File: config.mk
export PLATFORM = sky130hd
export DESIGN_NAME = mux_sel_scanner
export DESIGN_NICKNAME = d
export VERILOG_FILES = /design/src/rtl/mux_sel_scanner.sv
export SDC_FILE = /design/constraint.sdc
export NUM_CORES = 1
export LEC_CHECK = 0
export ABC_CLOCK_PERIOD_IN_PS = 2800
export CAP_MARGIN = 40
export CELL_PAD_IN_SITES_DETAIL_PLACEMENT = 2
export CELL_PAD_IN_SITES_GLOBAL_PLACEMENT = 2
export CORE_UTILIZATION = 28
export CTS_CLUSTER_DIAMETER = 80
export DETAILED_ROUTE_END_ITERATION = 16
export GPL_ROUTABILITY_DRIVEN = 0
export PLACE_DENSITY = 0.83
export SLEW_MARGIN = 40
export SYNTH_ARGS = -nofsm -noshare
export SYNTH_HDL_FRONTEND = slang
export SYNTH_SLANG_ARGS = --single-unit
export TNS_END_PERCENT = 5
File: constraint.sdc
create_clock -name clk -period 2.8 [get_ports clk]
set_input_delay 0.42 -clock clk [delete_from_list [all_inputs] [get_ports clk]]
set_output_delay 0.42 -clock clk [all_outputs]
set_load 0.02 [all_outputs]
File: src/rtl/mux_sel_scanner.sv
// ============================================================================
// Module   : mux_sel_scanner
// Brief    : Round-robin channel selector for a 4:1 analog/digital mux.
//            Walks the enabled channels (mask) in ascending order, holding
//            each for dwell+1 cycles, and reports channel entry, frame wrap
//            and a running frame count. All outputs are registered.
// Revision : 1.0 - initial release
// ============================================================================
`timescale 1ns/1ps
`default_nettype none

module mux_sel_scanner (
    input  logic       clk,
    input  logic       rst,
    input  logic       en,
    input  logic [3:0] mask,
    input  logic [3:0] dwell,
    output logic [1:0] sel,
    output logic       sel_valid,
    output logic       chan_first,
    output logic       frame_done,
    output logic [7:0] frame_cnt
);

    // ------------------------------------------------------------------------
    // State encoding
    // ------------------------------------------------------------------------
    localparam logic [0:0] IDLE = 1'b0;
    localparam logic [0:0] SCAN = 1'b1;

    // ------------------------------------------------------------------------
    // Registers and their next-state values
    // ------------------------------------------------------------------------
    logic [0:0] state_q,      state_d;
    logic [1:0] sel_q,        sel_d;
    logic [3:0] cnt_q,        cnt_d;
    logic       valid_q,      valid_d;
    logic       first_q,      first_d;
    logic       done_q,       done_d;
    logic [7:0] fcnt_q,       fcnt_d;

    // ------------------------------------------------------------------------
    // Combinational helpers
    // ------------------------------------------------------------------------
    logic       w_mask_any;     // at least one channel enabled
    logic [1:0] w_low_idx;      // lowest enabled channel (scan start point)
    logic [1:0] w_next_idx;     // next enabled channel after sel, cyclic
    logic       w_wrap;         // advance lands at or below the current index
    logic       w_hold;         // stay on the current channel this cycle

    assign w_mask_any = |mask;

    // Lowest enabled channel, used when a scan starts from IDLE.
    always_comb begin
        w_low_idx = 2'd0;
        if (mask[0]) begin
            w_low_idx = 2'd0;
        end else if (mask[1]) begin
            w_low_idx = 2'd1;
        end else if (mask[2]) begin
            w_low_idx = 2'd2;
        end else if (mask[3]) begin
            w_low_idx = 2'd3;
        end
    end

    // Cyclic search starting at sel+1. Offsets are scanned from far to near
    // so the nearest enabled channel wins. When no other channel is enabled
    // the search falls back to sel itself (single-channel scan); the exit
    // path already covers mask==0, so that fallback is always a live channel.
    always_comb begin
        w_next_idx = sel_q;
        for (int k = 3; k >= 1; k--) begin
            if (mask[sel_q + 2'(k)]) begin
                w_next_idx = sel_q + 2'(k);
            end
        end
    end

    // An advance that does not move strictly upward closes a frame; this
    // includes the single-channel case where next == current.
    assign w_wrap = (w_next_idx <= sel_q);

    // Keep dwelling only while time remains and the channel is still enabled;
    // a channel removed mid-dwell aborts its hold immediately. Both causes
    // funnel into the same single advance, so they can never double-step.
    assign w_hold = (cnt_q != 4'd0) && mask[sel_q];

    // Next-state and registered-output decisions for the scanner.
    always_comb begin
        state_d = state_q;
        sel_d   = sel_q;
        cnt_d   = cnt_q;
        valid_d = 1'b0;
        first_d = 1'b0;
        done_d  = 1'b0;
        fcnt_d  = fcnt_q;

        case (state_q)
            IDLE: begin
                if (en && w_mask_any) begin
                    state_d = SCAN;
                    sel_d   = w_low_idx;
                    cnt_d   = dwell;
                    valid_d = 1'b1;
                    first_d = 1'b1;
                end
            end

            SCAN: begin
                if (!en || !w_mask_any) begin
                    // Leave the mux parked on the last channel.
                    state_d = IDLE;
                end else begin
                    valid_d = 1'b1;
                    if (w_hold) begin
                        cnt_d = cnt_q - 4'd1;
                    end else begin
                        // dwell is captured only here, so a change on the
                        // input never stretches or shortens the current hold.
                        sel_d   = w_next_idx;
                        cnt_d   = dwell;
                        first_d = 1'b1;
                        if (w_wrap) begin
                            done_d = 1'b1;
                            fcnt_d = fcnt_q + 8'd1;
                        end
                    end
                end
            end

            default: begin
                state_d = IDLE;
            end
        endcase
    end

    // State and output registers with synchronous reset taking priority.
    always_ff @(posedge clk) begin
        if (rst) begin
            state_q <= IDLE;
            sel_q   <= 2'b00;
            cnt_q   <= 4'd0;
            valid_q <= 1'b0;
            first_q <= 1'b0;
            done_q  <= 1'b0;
            fcnt_q  <= 8'd0;
        end else begin
            state_q <= state_d;
            sel_q   <= sel_d;
            cnt_q   <= cnt_d;
            valid_q <= valid_d;
            first_q <= first_d;
            done_q  <= done_d;
            fcnt_q  <= fcnt_d;
        end
    end

    // ------------------------------------------------------------------------
    // Outputs come straight from flops
    // ------------------------------------------------------------------------
    assign sel        = sel_q;
    assign sel_valid  = valid_q;
    assign chan_first = first_q;
    assign frame_done = done_q;
    assign frame_cnt  = fcnt_q;

endmodule

`default_nettype wire

==> results.json <==
{
  "vdd_ir_drop_max_mv": 0.178,
  "num_io_pins": 24,
  "status": "finished clean",
  "fin_hold_ws_ps": 522,
  "cts_hold_buf": 0,
  "cp.arrival_ps": 2860,
  "die_area_um2": 3790,
  "hold_violations": 0,
  "finalCritPeriodShare_pct": 94.3,
  "setup_viol": 0,
  "finClkSkew_ps": 2.65,
  "antenna_found_initial": 0,
  "maxCapViolCount": 0,
  "cts_buffer_depth": 2,
  "numClockSinks": 17,
  "cts_setup_buffers": 0,
  "hpwlAfterDp_mm": 2.53,
  "crit_type": "input port to flop",
  "dp_slack_ps": -226,
  "max_stage_delay_ps": 530,
  "yosys.area.top_type_share_pct": 34.3,
  "wl_per_cell_um": 16.6,
  "grt_pass1_wl_mm": 5.15,
  "die_h_um": 61.6,
  "synth-async-reset-ratio_pct": 0,
  "critPathRequiredTime_ps": 3020,
  "dr.first_iter.drc_count": 17,
  "drt-total-wl_mm": 3.21,
  "cts_root_buf": "clkbuf_4",
  "die_w_um": 61.6,
  "remaining_drc_errors": 0,
  "nNetsFinal": 164,
  "end_kind": "flop",
  "rows": 21,
  "dpl_cell_area_um2": 1350,
  "final_area_um2": 1370,
  "syn_avg_cell_area_um2": 8.79,
  "ys.flop_type": "dfxtp_1",
  "fmax_mhz": 379,
  "setup_ws_ps": 159,
  "clk_pin_slew_ps": 100,
  "syn-cell-area_um2": 993,
  "synth_edf_count": 0,
  "vias": 1015,
  "syn_inst": 113,
  "tightest_slew_ps": 476,
  "grt_setup_unrepaired": "false",
  "numPortBuffers": 23,
  "path_cells": "clkdlybuf4s50_1, and2b_1, o21ai_0, o21ai_1, ha_1, nor2b_1, o31ai_4, nand3_4, or4_1, a21oi_1",
  "yosysMostFrequentCell": "dfxtp_1",
  "slew_headroom_pct": 67.9,
  "leakage_nw": 0.511,
  "synthTopCellsByArea": "dfxtp_1 (34%), ha_1 (6.3%), nor2_1 (5.3%)",
  "dr.pass1.iters": 3,
  "cts_buffers": 3,
  "overflow": 0,
  "synth_cell_type_count": 37,
  "core_um2": 3360,
  "ys.warnings.count": 0,
  "power_density_nw_per_um2": 412,
  "synth-seq-cells": 17,
  "period_minus_slack_ps": 2640,
  "grt_max_degree": 12,
  "diodes": 0,
  "yosys.area.top_type": "dfxtp_1",
  "critical_path.slowest_cell": "or4_1",
  "synth_commonest_cells": "dfxtp_1 (17), nor2_1 (14), a21oi_1 (6)",
  "utilization_pct": 40.8,
  "h-tree-depth": 1,
  "ant_nets": 0,
  "viasPerCell": 5.26,
  "initial_core_util_pct": 29.5,
  "first_global_vias": 1078,
  "drive_gt1_share_pct": 13.6,
  "yosysSeqAreaShare_pct": 34.3,
  "worstSetupStartpointType": "input port",
  "slew_violations": 0,
  "min_path_type": "flop to flop",
  "crit_fanout": 6,
  "grtUsageTotal_pct": 18.8,
  "clk-insertion-delay-late_ps": 290,
  "cts_tree": "done",
  "cts_resized": 0,
  "syn_to_final_growth_pct": 38.3,
  "syn_nets": 129
}
[routing by layer]
layer,vias up,wire (um),track usage [%]
li1,490,-,-
met2,15,1740,35.8
met4,0,21,6.03
met5,-,0,0
met3,2,57,2.10
met1,508,1390,21.6
[power by group]
part           internal [mW]  leakage (nW)  switching [mW]
clock network         0.0553        0.0150          0.0799
logic                 0.0783         0.358          0.0874
registers              0.252         0.139          0.0126
[placed cells by master (no fill, tap or decap), types with 2 or more instances in the layout]
master,Yosys,layout
or4_1,4,4
buf_4,0,11
o31ai_1,3,3
nand4_1,4,4
nand3_1,5,5
nor2_1,14,14
a21oi_1,6,6
nand2b_1,3,3
nor2b_1,3,3
nor4_1,2,2
a31oi_1,2,2
clkbuf_4,0,3
nand2_1,5,5
o21ai_0,4,3
xor2_1,4,4
inv_1,5,5
mux2i_1,2,2
ha_1,5,5
clkdlybuf4s50_1,0,23
dfxtp_1,17,17
a211oi_1,2,2
and3_1,2,2
a32oi_1,2,2
[cell families after synthesis]
logic type	after synthesis	share of synthesized area, %
AND/OR/NAND/NOR	48	27.5
AO/OA/AOI/OAI	26	19.5
flip-flops	17	34.3
buffers and inverters	9	3.53
adder cells (fa/ha/maj)	5	6.30
XOR/XNOR	4	3.53
multiplexers	4	5.42
[worst max-delay path: cells and delay by family]
kind                       cells  cell delay [ps]
adders and majority gates      1              320
buffers and inverters          1              450
AOI/OAI and AO/OA              4              650
and+or+nand+nor                4             1010
[registers in the layout, summed over array words and instances, names as in the netlist]
name and flops:
chan_first 1, sel 2, sel_valid 1, frame_done 1, frame_cnt 8, cnt_q 4
[per-stage QoR]
stage	power (mW)	instances	TNS (ps)
2_1_floorplan	0.361	113	0
3_3_place_gp	0.424	189	-59.8
4_1_cts	0.575	193	0
6_report	0.566	193	0
5_1_grt	0.597	193	0
3_5_place_dp	0.437	189	-637
[cell type report]
type | instances | area, um2
fill | 415 | 1990
multi-input combinational | 87 | 618
tap | 46 | 57.6
sequential | 17 | 340
inverter | 5 | 18.8
timing repair buffer | 34 | 313
clock buffer | 4 | 26.3
[worst paths after layout]
path	depth (start not counted)	startpoint	slack [ps]	to
worst max-delay path	10	mask[3]	160	frame_cnt[7]
worst min-delay path	2	frame_cnt[6]	520	frame_cnt[6]
worst max register to register	9	sel[0]	380	frame_cnt[7]
worst min register to register	2	frame_cnt[6]	520	frame_cnt[6]
No activity file was read; power rests on OpenSTA's default activity.
